===== src/rtl/timer_apb_slave.sv =====
// APB register file for the 8-bit timer: TDR/TCR/TSR, sticky OVF/UDF flags,
// and a configurable number of wait states in the ACCESS phase.
module timer_apb_slave #(
  parameter int unsigned WAIT_STATES = 1,
  parameter int unsigned ADDR_W      = 8
) (
  input  logic              pclk,
  input  logic              presetn,
  input  logic              psel,
  input  logic              penable,
  input  logic              pwrite,
  input  logic [ADDR_W-1:0] paddr,
  input  logic [7:0]        pwdata,
  output logic [7:0]        prdata,
  output logic              pready,
  output logic              pslverr,
  output logic [7:0]        tdr_o,
  output logic              load_o,
  output logic              updw_o,
  output logic              en_o,
  output logic [1:0]        cks_o,
  input  logic              ovf_i,
  input  logic              udf_i,
  output logic [1:0]        tsr_o
);

  typedef enum logic [1:0] {IDLE, SETUP, ACCESS} state_t;

  localparam logic [2:0] WS = 3'(WAIT_STATES);

  state_t      state, state_nx;
  logic [2:0]  wcnt;
  logic [7:0]  tdr, tcr;
  logic [1:0]  tsr, tsr_clr;
  logic        addr_err, wr_en;

  assign addr_err = (paddr > ADDR_W'(2));
  assign wr_en    = pready && pwrite && !addr_err;

  // State register and wait counter
  always_ff @(posedge pclk or negedge presetn) begin
    if (!presetn) begin
      state <= IDLE;
      wcnt  <= '0;
    end else begin
      state <= state_nx;
      if (state == SETUP && state_nx == ACCESS)
        wcnt <= WS;
      else if (state == ACCESS && wcnt != '0)
        wcnt <= wcnt - 3'd1;
    end
  end

  always_comb begin
    state_nx = state;
    case (state)
      IDLE:    if (psel && !penable) state_nx = SETUP;
      SETUP:   if (!psel) state_nx = IDLE;
               else if (penable) state_nx = ACCESS;
      ACCESS:  if (!psel) state_nx = IDLE;
               else if (pready) state_nx = (psel && !penable) ? SETUP : IDLE;
      default: state_nx = IDLE;
    endcase
  end

  // Completion is gated by the live bus so a dropped psel never sees pready
  always_comb begin
    pready  = 1'b0;
    pslverr = 1'b0;
    prdata  = '0;
    if (state == ACCESS && wcnt == '0 && psel && penable) begin
      pready  = 1'b1;
      pslverr = addr_err;
      if (!pwrite && !addr_err) begin
        case (paddr[1:0])
          2'd0:    prdata = tdr;
          2'd1:    prdata = tcr;
          default: prdata = {6'b0, tsr};
        endcase
      end
    end
  end

  assign tsr_clr = (wr_en && paddr == ADDR_W'(2)) ? ~pwdata[1:0] : '0;

  always_ff @(posedge pclk or negedge presetn) begin
    if (!presetn) begin
      tdr <= '0;
      tcr <= '0;
      tsr <= '0;
    end else begin
      if (wr_en && paddr == ADDR_W'(0)) tdr <= pwdata;
      if (wr_en && paddr == ADDR_W'(1)) tcr <= pwdata & 8'hB3;
      // Hardware set takes priority over a same-cycle software clear
      tsr <= (tsr & ~tsr_clr) | {udf_i, ovf_i};
    end
  end

  assign tdr_o  = tdr;
  assign load_o = tcr[7];
  assign updw_o = tcr[5];
  assign en_o   = tcr[4];
  assign cks_o  = tcr[1:0];
  assign tsr_o  = tsr;

endmodule


===== config.mk =====
export PLATFORM = sky130hd
export DESIGN_NAME = timer_apb_slave
export DESIGN_NICKNAME = d
export VERILOG_FILES = /design/src/rtl/timer_apb_slave.sv
export SDC_FILE = /design/constraint.sdc
export NUM_CORES = 1
export LEC_CHECK = 0
export CORE_MARGIN = 2
export CORE_UTILIZATION = 45
export DETAILED_ROUTE_END_ITERATION = 12
export GPL_ROUTABILITY_DRIVEN = 0
export GPL_TIMING_DRIVEN = 0
export PLACE_DENSITY = 0.86
export RECOVER_POWER = 50
export SLEW_MARGIN = 20
export SYNTH_ARGS = -nofsm -noshare
export SYNTH_HDL_FRONTEND = slang
export SYNTH_SLANG_ARGS = --single-unit

===== constraint.sdc =====
create_clock -name pclk -period 5.4 [get_ports pclk]
set_clock_uncertainty 0.15 [all_clocks]
set_input_delay 1.08 -clock pclk [delete_from_list [all_inputs] [get_ports pclk]]
set_output_delay 1.08 -clock pclk [all_outputs]
set_load 0.02 [all_outputs]

; Yosys cells after proc, flatten, opt, wreduce, memory -nomap -nowiden
; Index checks and enable logic that the tools add are counted.
[op_classes]
add_sub_neg = 1
mul = 0
div_mod_pow = 0
n_lt_le_gt_ge = 1
n_eq_ne = 6
shifts = 0
muxes = 15
n_bitwise = 4
reduce_logical = 21
[ops]
columns = cell, n
row1 = $mux W8, 2
row2 = $pmux W8 S2, 1
row3 = $logic_and A1 B1 Y1, 12
row4 = $mux W2, 6
row5 = $eq A8 B1 Y1 const B, 1
row6 = $eq A8 B2 Y1 const B, 1
row7 = $gt A8 B2 Y1 const B, 1
row8 = $logic_not A8 Y1, 1
row9 = $mux W3, 2
row10 = $pmux W2 S3, 1
row11 = $eq A2 B1 Y1 const B, 2
row12 = $eq A2 B2 Y1 const B, 2
row13 = $logic_not A2 Y1, 2
row14 = $not A2 Y2, 2
row15 = $logic_not A1 Y1, 3
row16 = $logic_not A3 Y1, 1
row17 = $mux W1, 3
row18 = $reduce_bool A3 Y1, 1
row19 = $sub A3 B1 Y3 const B, 1
row20 = $and A2 B2 Y2, 1
row21 = $or A2 B2 Y2, 1
row22 = $reduce_bool A2 Y1, 1
[totals]
register_bits = 20
latch_bits = 0
ramBits = 0
romBits = 0
in_bits = 23
out_inout_bits = 25
elab_cells = 53
memories = 0

; Depth between registers and ports, before layout
; Gate-level depths: netlist of run 1.
[depth]
ltp_word = 12
mapped_depth = 7
ltp_nobuf = 6

; Worst setup path before layout of run 1
; Ideal clock, no wire load.
[synth_path]
path_kind = input to output
start = input paddr[7]
end = output prdata[4]
arrival_time_ns = 2.908
setup_slack_ns = 1.262
stages = 4
n_path_buf = 1
cell_sequence = or4_4 -> or4_4 -> buf_6 -> nor4_1
[synth_between]
elab_chain_len = 5
[synth_rtl]
columns = item, line_no
row1 = "start, declared", 12  ; input logic [ADDR_W-1:0] paddr,
row2 = $gt A8 B2 Y1, 37  ; assign addr_err = (paddr > ADDR_W'(2));
row3 = $logic_not A1 Y1, 74  ; if (!pwrite && !addr_err) begin
row4 = $logic_and A1 B1 Y1, 74
row5 = $mux W8, 74
row6 = $mux W8, 71  ; if (state == ACCESS && wcnt == '0 && psel && penable) begin
row7 = "end, declared", 14  ; output logic [7:0] prdata,
; Every way passes these cells.

; Final worst setup path of run 1
[layout_path]
start = input paddr[7]
end = output prdata[5]
; Same word-level chain as after synthesis.

==> metrics.txt, run 1 <==
via density per instance=5.41; setup_tns=0 ns; Finished Cell Area=1660 µm²; minimum clock period=5.00 ns; Root Driver=clkbuf_4; leak pwr=0.716 nW; Initial Util=0.462; Power Density=214 nW/µm²; FMAX=0.200 GHz; final cycle utilization of the critical path=0.926; ANT cells=0; Most used DFF post-synth=dfrtp_1; syn nets=123; CTS tree=done; status=complete, no violations; Avg Inst Size Synth=11.4 µm²; pin count of the biggest net entering global routing=21; post-DR wirelength/cell=15.2 µm; layout cell share with drive strength beyond 1=0.189; HP Class=register to register; die extent in x=53.7 µm; final-report hold violation count=0; Mapped Cells=98; antenna violations before repair=0; Placeable Area=2410 µm²; Layout Cells excl Fill=178; Die Height=53.7 µm; CTS sink cnt=20; crit start category=input port; Warnings, synthesis=0; final slew viol count=0; placed cell count=174; Setup WS pre-CTS=0.632 ns; Setup Buffers After CTS=0; DP HPWL=2080 µm; Post-synth EDFFs=0; Fin Hold WS=0.391 ns; DIE AREA=2890 µm²; hold-fix buffers at CTS=0; placed cell area=1610 µm²; CTS buffer count=3; sequential cell area fraction in the yosys report=0.449; Buffers on Ports=46; Rel. slew slack=0.396; Pre-antenna DRT Iters=5; kind of critical path=input port to primary output; crit-path max FO=8; RSZ-0062 raised after global routing=false; H-tree levels=1; final worst slack=0.398 ns; post-route ant nets=0; Total Routing Usage GR=0.202; area delta synth->final=49.1%; Post-Syn Area=1110 µm²; worst-margin pin slew=0.903 ns; Max Cap Viol=0; Post-route DRC=0; I/O pins=48; fin nets=174; fraction of registers with async set/reset=1.00; Clock Tree Buf Depth=2; VDD IR max=0.193 mV; Yosys cell types=31; WP data required=4.17 ns; CP Capture Type=primary output; initial DRC count=10; Via Count=963; Yosys reg bits=20; vias in the first global route=925; first-pass GRT wire length=4080 µm; final setup violation count=0; latest clock arrival within the worst-skew pair=0.31 ns; WP data arrival=3.77 ns; clock-pin slew on the worst setup and hold paths=0.11 ns; number of core rows=18; grt ovf=0; cells resized by post-CTS repair=0; Detailed Route WL=2700 µm
-- worst paths after layout --
path | start | end | slack [ns] | depth (start not counted)
worst min register to register | tdr_o[2] | tdr_o[2] | 0.39 | 1
worst max register to register | wcnt[0] | tdr_o[4] | 3.04 | 6
worst min-delay path | tdr_o[2] | tdr_o[2] | 0.39 | 1
worst max-delay path | paddr[7] | prdata[5] | 0.40 | 6
max in group asynchronous | presetn | state[1] | 3.37 | 1
min in group asynchronous | presetn | tdr_o[6] | 1.18 | 1
-- through the flow --
stage / utilization / total power [mW]
final: 0.689 / 0.356
after global routing: 0.689 / 0.375
after CTS: 0.691 / 0.361
after detailed placement: 0.669 / 0.235
after global placement: 0.669 / 0.233
after floorplan: - / 0.208
-- report_power, final --
group          switching, mW  internal [mW]  total, mW
clock network         0.0483         0.0751      0.123
logic                 0.0314         0.0345     0.0659
registers            0.00621          0.160      0.167
total                 0.0859          0.270      0.356
-- flip-flops by register name, summed over array words and instances, names as in the netlist --
name,cells
tsr_o,2
state,2
tdr_o,8
wcnt,3
tcr,5
-- cells by family (layout without fill, tap and decap cells) --
group                      Yosys count  after routing  share of synthesized area
muxes                               19             19                      0.187
AOI/OAI and AO/OA                    9              9                     0.0562
buffers and inverters               10             60                     0.0427
DFF                                 20             20                      0.449
and+or+nand+nor                     37             37                      0.235
xor gates and xnor gates             1              1                    0.00787
adders and majority gates            2              2                     0.0225
-- layout by cell type (no fill, tap or decap) --
master | netlist | layout
nand4b_1 | 1 | 1
or4_1 | 0 | 1
o21a_1 | 1 | 1
nor3b_1 | 1 | 1
or4b_4 | 1 | 1
a21boi_0 | 1 | 1
bufinv_16 | 0 | 1
clkbuf_1 | 1 | 1
nand4_1 | 1 | 1
nor2_1 | 10 | 10
a211oi_1 | 1 | 1
nor4_4 | 2 | 2
nor4b_2 | 1 | 1
a2bb2oi_1 | 2 | 2
inv_1 | 6 | 6
dfrtp_1 | 20 | 20
or4bb_1 | 1 | 1
nor4_1 | 5 | 5
a21oi_1 | 1 | 1
o21ai_0 | 1 | 1
clkbuf_4 | 0 | 3
buf_2 | 2 | 2
clkdlybuf4s50_1 | 0 | 37
xnor2_1 | 1 | 1
nor3_1 | 4 | 4
or4_4 | 2 | 1
or2_2 | 2 | 2
nand2_1 | 2 | 2
dlygate4sd3_1 | 0 | 9
nand2b_1 | 3 | 3
a31oi_1 | 2 | 2
nor2b_1 | 1 | 1
mux2i_1 | 5 | 5
ha_1 | 2 | 2
buf_6 | 1 | 1
mux2_2 | 14 | 14
-- layer usage --
metal	wire length, µm	track usage	up-vias
met5	0	0	-
met4	53	0.103	0
met3	151	0.0528	4
met2	1450	0.354	27
met1	1050	0.225	470
li1	-	-	462
-- final cells by class --
class,count,area (µm²)
Clock buffer,3,22.5
Fill cell,196,749
Multi-Input combinational cell,68,562
Inverter,6,22.5
Buffer,4,25.0
Timing Repair Buffer,46,460
Sequential cell,20,500
Tap cell,30,37.5
Clock inverter,1,30.0
-- synth_stat cells (all sizes together), types with 2 or more instances --
cell type | n | area share
nor2 | 10 | 0.034
or2 | 2 | 0.011
inv | 6 | 0.020
a2bb2oi | 2 | 0.016
nand2b | 3 | 0.017
mux2 | 14 | 0.14
a31oi | 2 | 0.011
nor4 | 7 | 0.066
nor3 | 4 | 0.018
mux2i | 5 | 0.045
nand2 | 2 | 0.0067
buf | 3 | 0.019
or4 | 2 | 0.020
ha | 2 | 0.022
dfrtp | 20 | 0.45
-- critical path: stages --
cell             delay, ns
dlygate4sd3_1         0.52
or4_1                 0.67
or4_4                 0.46
buf_6                 0.15
nor4_1                0.23
clkdlybuf4s50_1       0.65
Note: power is estimated with default switching activity, not from simulation.
==> inputs of run 2 (changes only) <==
--- a/config.mk
+++ b/config.mk
@@ -12,6 +12,7 @@
 export GPL_TIMING_DRIVEN = 0
 export PLACE_DENSITY = 0.86
 export RECOVER_POWER = 50
+export SKIP_CTS_REPAIR_TIMING = 1
 export SLEW_MARGIN = 20
 export SYNTH_ARGS = -nofsm -noshare
 export SYNTH_HDL_FRONTEND = slang
==> results of run 2 <==
Final layout, timing and power as in run 1 (identical DEF).
